### src/rtl/ibex_ex_wb_buffer.sv
// Writeback buffer between EX and the register-file write port: in-order FIFO of EX results
// with a valid/ready drain and combinational forwarding of pending results to ID operands.
module ibex_ex_wb_buffer #(
  parameter int unsigned Depth     = 2,
  parameter int unsigned DataWidth = 32,
  localparam int unsigned PtrW     = $clog2(Depth),
  localparam int unsigned CntW     = $clog2(Depth + 1)
) (
  input  logic                 clk_i,
  input  logic                 rst_i,
  input  logic                 ex_valid_i,
  output logic                 ex_ready_o,
  input  logic                 ex_rf_we_i,
  input  logic [4:0]           ex_rf_waddr_i,
  input  logic [DataWidth-1:0] ex_result_i,
  input  logic                 flush_i,
  output logic                 wb_valid_o,
  input  logic                 wb_ready_i,
  output logic [4:0]           rf_waddr_o,
  output logic [DataWidth-1:0] rf_wdata_o,
  input  logic [4:0]           fwd_raddr_a_i,
  input  logic [4:0]           fwd_raddr_b_i,
  output logic                 fwd_hit_a_o,
  output logic                 fwd_hit_b_o,
  output logic [DataWidth-1:0] fwd_rdata_a_o,
  output logic [DataWidth-1:0] fwd_rdata_b_o,
  output logic [CntW-1:0]      occupancy_o
);

  logic [PtrW-1:0]      wr_ptr_q, wr_ptr_d;
  logic [PtrW-1:0]      rd_ptr_q, rd_ptr_d;
  logic [CntW-1:0]      count_q, count_d;
  logic [4:0]           addr_q [Depth];
  logic [DataWidth-1:0] data_q [Depth];

  logic push, pop;
  logic [PtrW-1:0] fwd_idx;

  // Ready depends on registered count only, never on wb_ready_i.
  assign ex_ready_o = (count_q < CntW'(Depth)) & ~rst_i;
  assign wb_valid_o = (count_q != '0);
  assign pop        = wb_valid_o & wb_ready_i;
  // Accepted results without a real destination are dropped without allocating an entry.
  assign push       = ex_valid_i & ex_ready_o & ex_rf_we_i & (ex_rf_waddr_i != 5'd0) & ~flush_i;

  assign rf_waddr_o  = wb_valid_o ? addr_q[rd_ptr_q] : 5'd0;
  assign rf_wdata_o  = wb_valid_o ? data_q[rd_ptr_q] : '0;
  assign occupancy_o = count_q;

  always_comb begin
    wr_ptr_d = wr_ptr_q;
    rd_ptr_d = rd_ptr_q;
    count_d  = count_q;
    if (flush_i) begin
      wr_ptr_d = '0;
      rd_ptr_d = '0;
      count_d  = '0;
    end else begin
      if (push) wr_ptr_d = wr_ptr_q + PtrW'(1);
      if (pop)  rd_ptr_d = rd_ptr_q + PtrW'(1);
      count_d = count_q + CntW'(push) - CntW'(pop);
    end
  end

  always_ff @(posedge clk_i) begin
    if (rst_i) begin
      wr_ptr_q <= '0;
      rd_ptr_q <= '0;
      count_q  <= '0;
    end else begin
      wr_ptr_q <= wr_ptr_d;
      rd_ptr_q <= rd_ptr_d;
      count_q  <= count_d;
    end
  end

  always_ff @(posedge clk_i) begin
    if (push) begin
      addr_q[wr_ptr_q] <= ex_rf_waddr_i;
      data_q[wr_ptr_q] <= ex_result_i;
    end
  end

  // Walk entries oldest to youngest so the last match is the youngest one.
  always_comb begin
    fwd_hit_a_o   = 1'b0;
    fwd_hit_b_o   = 1'b0;
    fwd_rdata_a_o = '0;
    fwd_rdata_b_o = '0;
    fwd_idx       = '0;
    for (int unsigned k = 0; k < Depth; k++) begin
      fwd_idx = rd_ptr_q + PtrW'(k);
      if (CntW'(k) < count_q) begin
        if ((fwd_raddr_a_i != 5'd0) && (addr_q[fwd_idx] == fwd_raddr_a_i)) begin
          fwd_hit_a_o   = 1'b1;
          fwd_rdata_a_o = data_q[fwd_idx];
        end
        if ((fwd_raddr_b_i != 5'd0) && (addr_q[fwd_idx] == fwd_raddr_b_i)) begin
          fwd_hit_b_o   = 1'b1;
          fwd_rdata_b_o = data_q[fwd_idx];
        end
      end
    end
  end

endmodule

### config.mk
export PLATFORM = sky130hd
export DESIGN_NAME = ibex_ex_wb_buffer
export DESIGN_NICKNAME = d
export VERILOG_FILES = /design/src/rtl/ibex_ex_wb_buffer.sv
export SDC_FILE = /design/constraint.sdc
export NUM_CORES = 1
export LEC_CHECK = 0
export ABC_CLOCK_PERIOD_IN_PS = 4300
export BUFFER_PORTS_ARGS = -buffer_cell sky130_fd_sc_hd__buf_2
export CAP_MARGIN = 0
export CORE_UTILIZATION = 50
export DETAILED_ROUTE_END_ITERATION = 8
export PLACE_DENSITY = 0.79
export SLEW_MARGIN = 20
export SYNTH_ARGS = -nofsm -noshare
export SYNTH_HDL_FRONTEND = slang
export SYNTH_SLANG_ARGS = --single-unit
### constraint.sdc
create_clock -name clk_i -period 4.3 [get_ports clk_i]
set_input_delay 1.075 -clock clk_i [delete_from_list [all_inputs] [get_ports clk_i]]
set_output_delay 1.075 -clock clk_i [all_outputs]
set_load 0.01 [all_outputs]
=== Word-level counts from Yosys, hierarchy flattened ===
Memory sizes are Yosys's and may differ from the RTL's. A register that Yosys moved wholly into a read port is not among the register bits.
Index checks and enable logic that the tools add are counted.
Widths: inputs -> output; s select.

* Latch bits: 0
* Bits in writable memories: 74
* Memories kept: 2
* Flip-flop bits (word level): 4
* Memory bits (read-only): 0

* Bitwise operators: 8
* Shift-type cells: 0
* Magnitude comparators: 3
* $mul: 0
* Divide/modulo/power cells: 0
* Reduce and logical (&&, ||, !) cells: 9
* Multiplexer cells: 24
* $add $sub $neg: 4
* Equal/unequal tests: 4

{| class="wikitable"
|+ Memory list
! memory !! depth !! bits a word !! read ports !! clocked after memory_dff !! write ports !! RTL line !! text
|-
| data_q || 2 || 32 || 2 || 1 || 1 || 34 || <nowiki>logic [DataWidth-1:0] data_q [Depth];</nowiki>
|-
| addr_q || 2 || 5 || 2 || 1 || 1 || 33 || <nowiki>logic [4:0] addr_q [Depth];</nowiki>
|}

{| class="wikitable"
|+ Operators with widths
! cell !! count
|-
| $mux 32 || 9
|-
| $eq 5x5->1 || 4
|-
| $reduce_bool 5->1 || 3
|-
| $mux 1 || 14
|-
| $and 1x1->1 || 6
|-
| $mux 5 || 1
|-
| $logic_and 1x1->1 || 4
|-
| $lt 1x2->1 const A || 2
|-
| $add 1x1->1 const B || 2
|-
| $add 2x1->2 || 1
|-
| $lt 2x2->1 const B || 1
|-
| $not 1->1 || 2
|-
| $reduce_bool 2->1 || 1
|-
| $reduce_or 2->1 || 1
|-
| $sub 2x1->2 || 1
|}

=== Longest topological paths before layout ===
* Depth in word-level cells: 8
* Mapped depth: 10
* Depth with buffers taken out: 9

=== Worst setup path before layout ===
Ideal clock, no wire load.

* Kind: in2reg
* Start: in rst_i
* End: mem addr_q[0][0] (enable)
* Required time: 3,869 ps
* Stages: 3
* Data arrival time: 3,116 ps
* Setup slack: 753 ps
* Path through: nor4_1 > o21ai_0 > nor2_1

* Word-level cells in the longest chain between the ends: 8

{| class="wikitable"
|+ Ends and longest elaborated chain
! what !! RTL line !! text
|-
| start: declaration || 10 || <nowiki>input logic rst_i,</nowiki>
|-
| $not 1->1 || 40 || <nowiki>assign ex_ready_o = (count_q < CntW'(Depth)) & ~rst_i;</nowiki>
|-
| $and 1x1->1 || 40 ||
|-
| $and 1x1->1 (4 in series) || 44 || <nowiki>assign push = ex_valid_i & ex_ready_o & ex_rf_we_i & (ex_rf_waddr_i != 5'd0) & ~flush_i;</nowiki>
|-
| $mux 1 || 78 || <nowiki>if (push) begin</nowiki>
|-
| $mux 1 (implied by the code) || 79 || <nowiki>addr_q[wr_ptr_q] <= ex_rf_waddr_i;</nowiki>
|-
| end: declaration || 33 ||
|}

Every way passes these cells.

=== Final worst setup path ===
* Start: in fwd_raddr_b_i[2]
* End: out fwd_rdata_b_o[19]

* Word-level cells in the longest chain between the ends: 6

{| class="wikitable"
|+ Ends and longest elaborated chain
! what !! RTL line !! text
|-
| start: declaration || 22 || <nowiki>input logic [4:0] fwd_raddr_b_i,</nowiki>
|-
| $eq 5x5->1 / $reduce_bool 5->1 (equally long branches) || 98 || <nowiki>if ((fwd_raddr_b_i != 5'd0) && (addr_q[fwd_idx] == fwd_raddr_b_i)) begin</nowiki>
|-
| $logic_and 1x1->1 || 98 ||
|-
| $mux 32 || 98 ||
|-
| $mux 32 || 93 || <nowiki>if (CntW'(k) < count_q) begin</nowiki>
|-
| $mux 32 || 98 ||
|-
| $mux 32 * || 93 ||
|-
| end: declaration || 26 || <nowiki>output logic [DataWidth-1:0] fwd_rdata_b_o,</nowiki>
|}

Every way passes the cells marked *; elsewhere a longest branch is shown, timed or not.

==> flow_metrics.tcl <==
set metrics [dict create \
    status "completed" \
    power_frac_clock_pct 35.1 \
    p_switching_mw 0.344 \
    seq_power_share_pct 56.6 \
    worstMarginPinSlew_ps 888 \
    path_class "in -> out" \
    yosysSeqAreaShare_pct 46.1 \
    place.gp.congestion 0.806 \
    die_w_um 102 \
    endpoint_kind "output port" \
    path_max_fanout 18 \
    syn2layout_area_growth_pct 21.5 \
    num_rows 36 \
    post_cts_buffers 0 \
    cp.arrival_ps 2930 \
    ys_types 26 \
    grt_pass1_vias 3635 \
    rrSetupSlack_ps 1260 \
    drive_gt1_share_pct 39.2 \
    ys.warnings.count 0 \
    cts_buffers 9 \
    cts_sinks 79 \
    post-route-period-util_pct 93.0 \
    drtAntennaViolNets 0 \
    internal_power_mw 1.16 \
    cp_common_cell "buf_2" \
    core_um2 9770 \
    synth_cells 442 \
    final_common_cell "buf_2" \
    path_clk_slew_ps 80 \
    cts_buffer_depth 2 \
    postPlaceCellArea_um2 5940 \
    nets 652 \
    track_usage_pct 24.1 \
    syn_area_um2 5040 \
    postLayoutCellArea_um2 6120 \
    swShare_pct 22.9 \
    p_leak_nw 3.04 \
    fmax_ghz 0.250 \
    reg2reg_depth 9 \
    ctsResizeCount 0 \
    reg2reg_to "occupancy_o[1]" \
    cts_max_level 3 \
    grt_overflow 0 \
    io_pins 160 \
    fin_tns_setup_ps 0 \
    drv_slew 0 \
    skew_ps 9.94 \
    layout_min_cycle_time_ps 4000 \
    layout_common_cells "159 x buf_2, 103 x mux2i_1, 74 x edfxtp_1, 62 x nand3_1, 35 x nand2_1" \
    critPathLaunchType "input pin" \
    critical_path.top_delay_family "simple AND/OR/NAND/NOR gates" \
    slowest_delay_ps 690 \
    syn_nets 497 \
    path_cells "buf_2 > or4_1 > nor2_1 > nor2_2 > buf_4 > nand3_1 > mux2i_1 > buf_2" \
    place_hpwl_um 8970 \
    cpMaxStageDelayCell "nor2_2" \
    ys_ff_latch 79 \
    crit_buf_inv 3 \
    dr_total_vias 3911 \
    drtIter0Drc 201 \
    insertion_delay_ps 340 \
    remaining_drc_errors 0 \
    wirelength_um 12600 \
    drv_cap 0 \
    hold_viol_final 0 \
    pre_cts_ws_ps 336 \
    root_buffer "clkbuf_8" \
    power.density_nw_per_um2 246 \
    grt_pass1_wl_um 18800 \
    die_h_um 102 \
    whs_endpoint "occupancy_o[1]" \
    rsz0062_at_grt "false" \
    firstDrtPassIters 4 \
    antenna_cells 0 \
    start_util_pct 51.6 \
    hp-class "reg -> reg" \
    min-delay-start "occupancy_o[1]" \
    dieArea_um2 10500 \
    fin_ws_ps 299 \
    syn_avg_cell_area_um2 11.4 \
    setup_violations 0 \
    final_core_util_pct 62.7 \
    slew_headroom_pct 40.6 \
    detail_route.wl_per_cell_um 17.1 \
    ir_worst_vdd_v 0.000144 \
    viasPerCell 5.32 \
    portBuffers 159 \
    reg2reg_from "occupancy_o[1]" \
    cp.required_ps 3220 \
    antenna_found_initial 0 \
    cts_hold_buf 0 \
    hold_depth 2 \
    pwr-share-comb_pct 8.3 \
    grt_max_degree 38 \
    cts_tree "yes" \
]
==> synth_stat cells (all sizes together) <==
cell type / number / share of area, %
nor3: 4 / 0.40
nand2: 35 / 2.6
mux2i: 108 / 22
edfxtp: 74 / 44
and2: 1 / 0.12
mux2: 30 / 6.7
or4: 3 / 0.45
ha: 2 / 0.50
xor2: 1 / 0.17
xnor2: 23 / 4.0
nor3b: 1 / 0.15
nand3: 64 / 6.7
buf: 16 / 3.3
inv: 33 / 2.5
clkbuf: 15 / 1.1
o21ai: 3 / 0.30
nor4: 7 / 1.9
nor2: 17 / 1.3
dfxtp: 5 / 2.0
==> worst max path at each step <==
stage / start / to / slack [ps] / cells after the start
after detailed placement: fwd_raddr_b_i[2] / fwd_rdata_b_o[19] / 340 / 8
final: fwd_raddr_b_i[2] / fwd_rdata_b_o[19] / 300 / 8
after floorplan: rst_i / addr_q[0][0] / 750 / 3
after global routing: fwd_raddr_b_i[2] / fwd_rdata_b_o[30] / 180 / 8
after CTS: occupancy_o[1] / fwd_rdata_a_o[4] / 330 / 8
after global placement: fwd_raddr_b_i[1] / fwd_rdata_b_o[8] / 400 / 8
==> worst reg2reg max path: stages, from the launching register on <==
cell     delay, ps
dfxtp_1        420
nor2_1         720
inv_1          540
and2_1         370
ha_1           290
inv_1           40
ha_1           170
xor2_1         150
xnor2_1        120
nor3_1         140
==> logic make-up (layout without fill, tap and decap cells) <==
| logic type | after synthesis | in the layout | synth area share [%] |
|---|---|---|---|
| mux | 138 | 138 | 28.5 |
| simple gates | 132 | 132 | 13.6 |
| flops | 79 | 79 | 46.1 |
| buf+inv | 64 | 224 | 6.85 |
| xor+xnor | 24 | 24 | 4.17 |
| compound gates | 3 | 3 | 0.298 |
| fa+ha+maj | 2 | 2 | 0.496 |
==> flip-flops by register name, indices dropped and copies added, names as in the netlist, named ones only <==
| signal | count |
|---|---|
| occupancy_o | 2 |
| wr_ptr_q | 1 |
| rd_ptr_q | 1 |
| data_q | 64 |
| addr_q | 10 |
==> area by class of cell <==
class	count	area (µm²)
clock inverters	6	61.3
flip-flops and latches	79	2320
clock buffers	10	128
well taps	133	166
inverters	33	124
fillers	811	3650
repair buffers	175	928
multi-input cells	299	2390
==> routing by layer <==
metal	share of wire, %	global-route usage [%]	wire [µm]
met1	43	31.0	5440
met3	7.2	5.27	909
met4	0.38	4.95	48
met5	0	0	0
met2	49	41.8	6160
==> through the flow <==
stage | hold slack [ps] | std cells | total power [mW]
3_3_place_gp | 654 | 719 | 0.987
6_report | 692 | 735 | 1.50
2_1_floorplan | 551 | 442 | 0.935
5_1_grt | 748 | 735 | 1.56
3_5_place_dp | 677 | 719 | 0.993
4_1_cts | 688 | 735 | 1.51
==> power groups by stage <==
stage | registers, mW | logic (mW) | clock network (mW)
floorplan | 0.868 | 0.0667 | 0
global placement | 0.869 | 0.119 | 0
detailed placement | 0.869 | 0.124 | 0
CTS | 0.852 | 0.124 | 0.538
global route | 0.852 | 0.134 | 0.571
finish | 0.852 | 0.125 | 0.528
No activity file was read; power rests on OpenSTA's default activity.
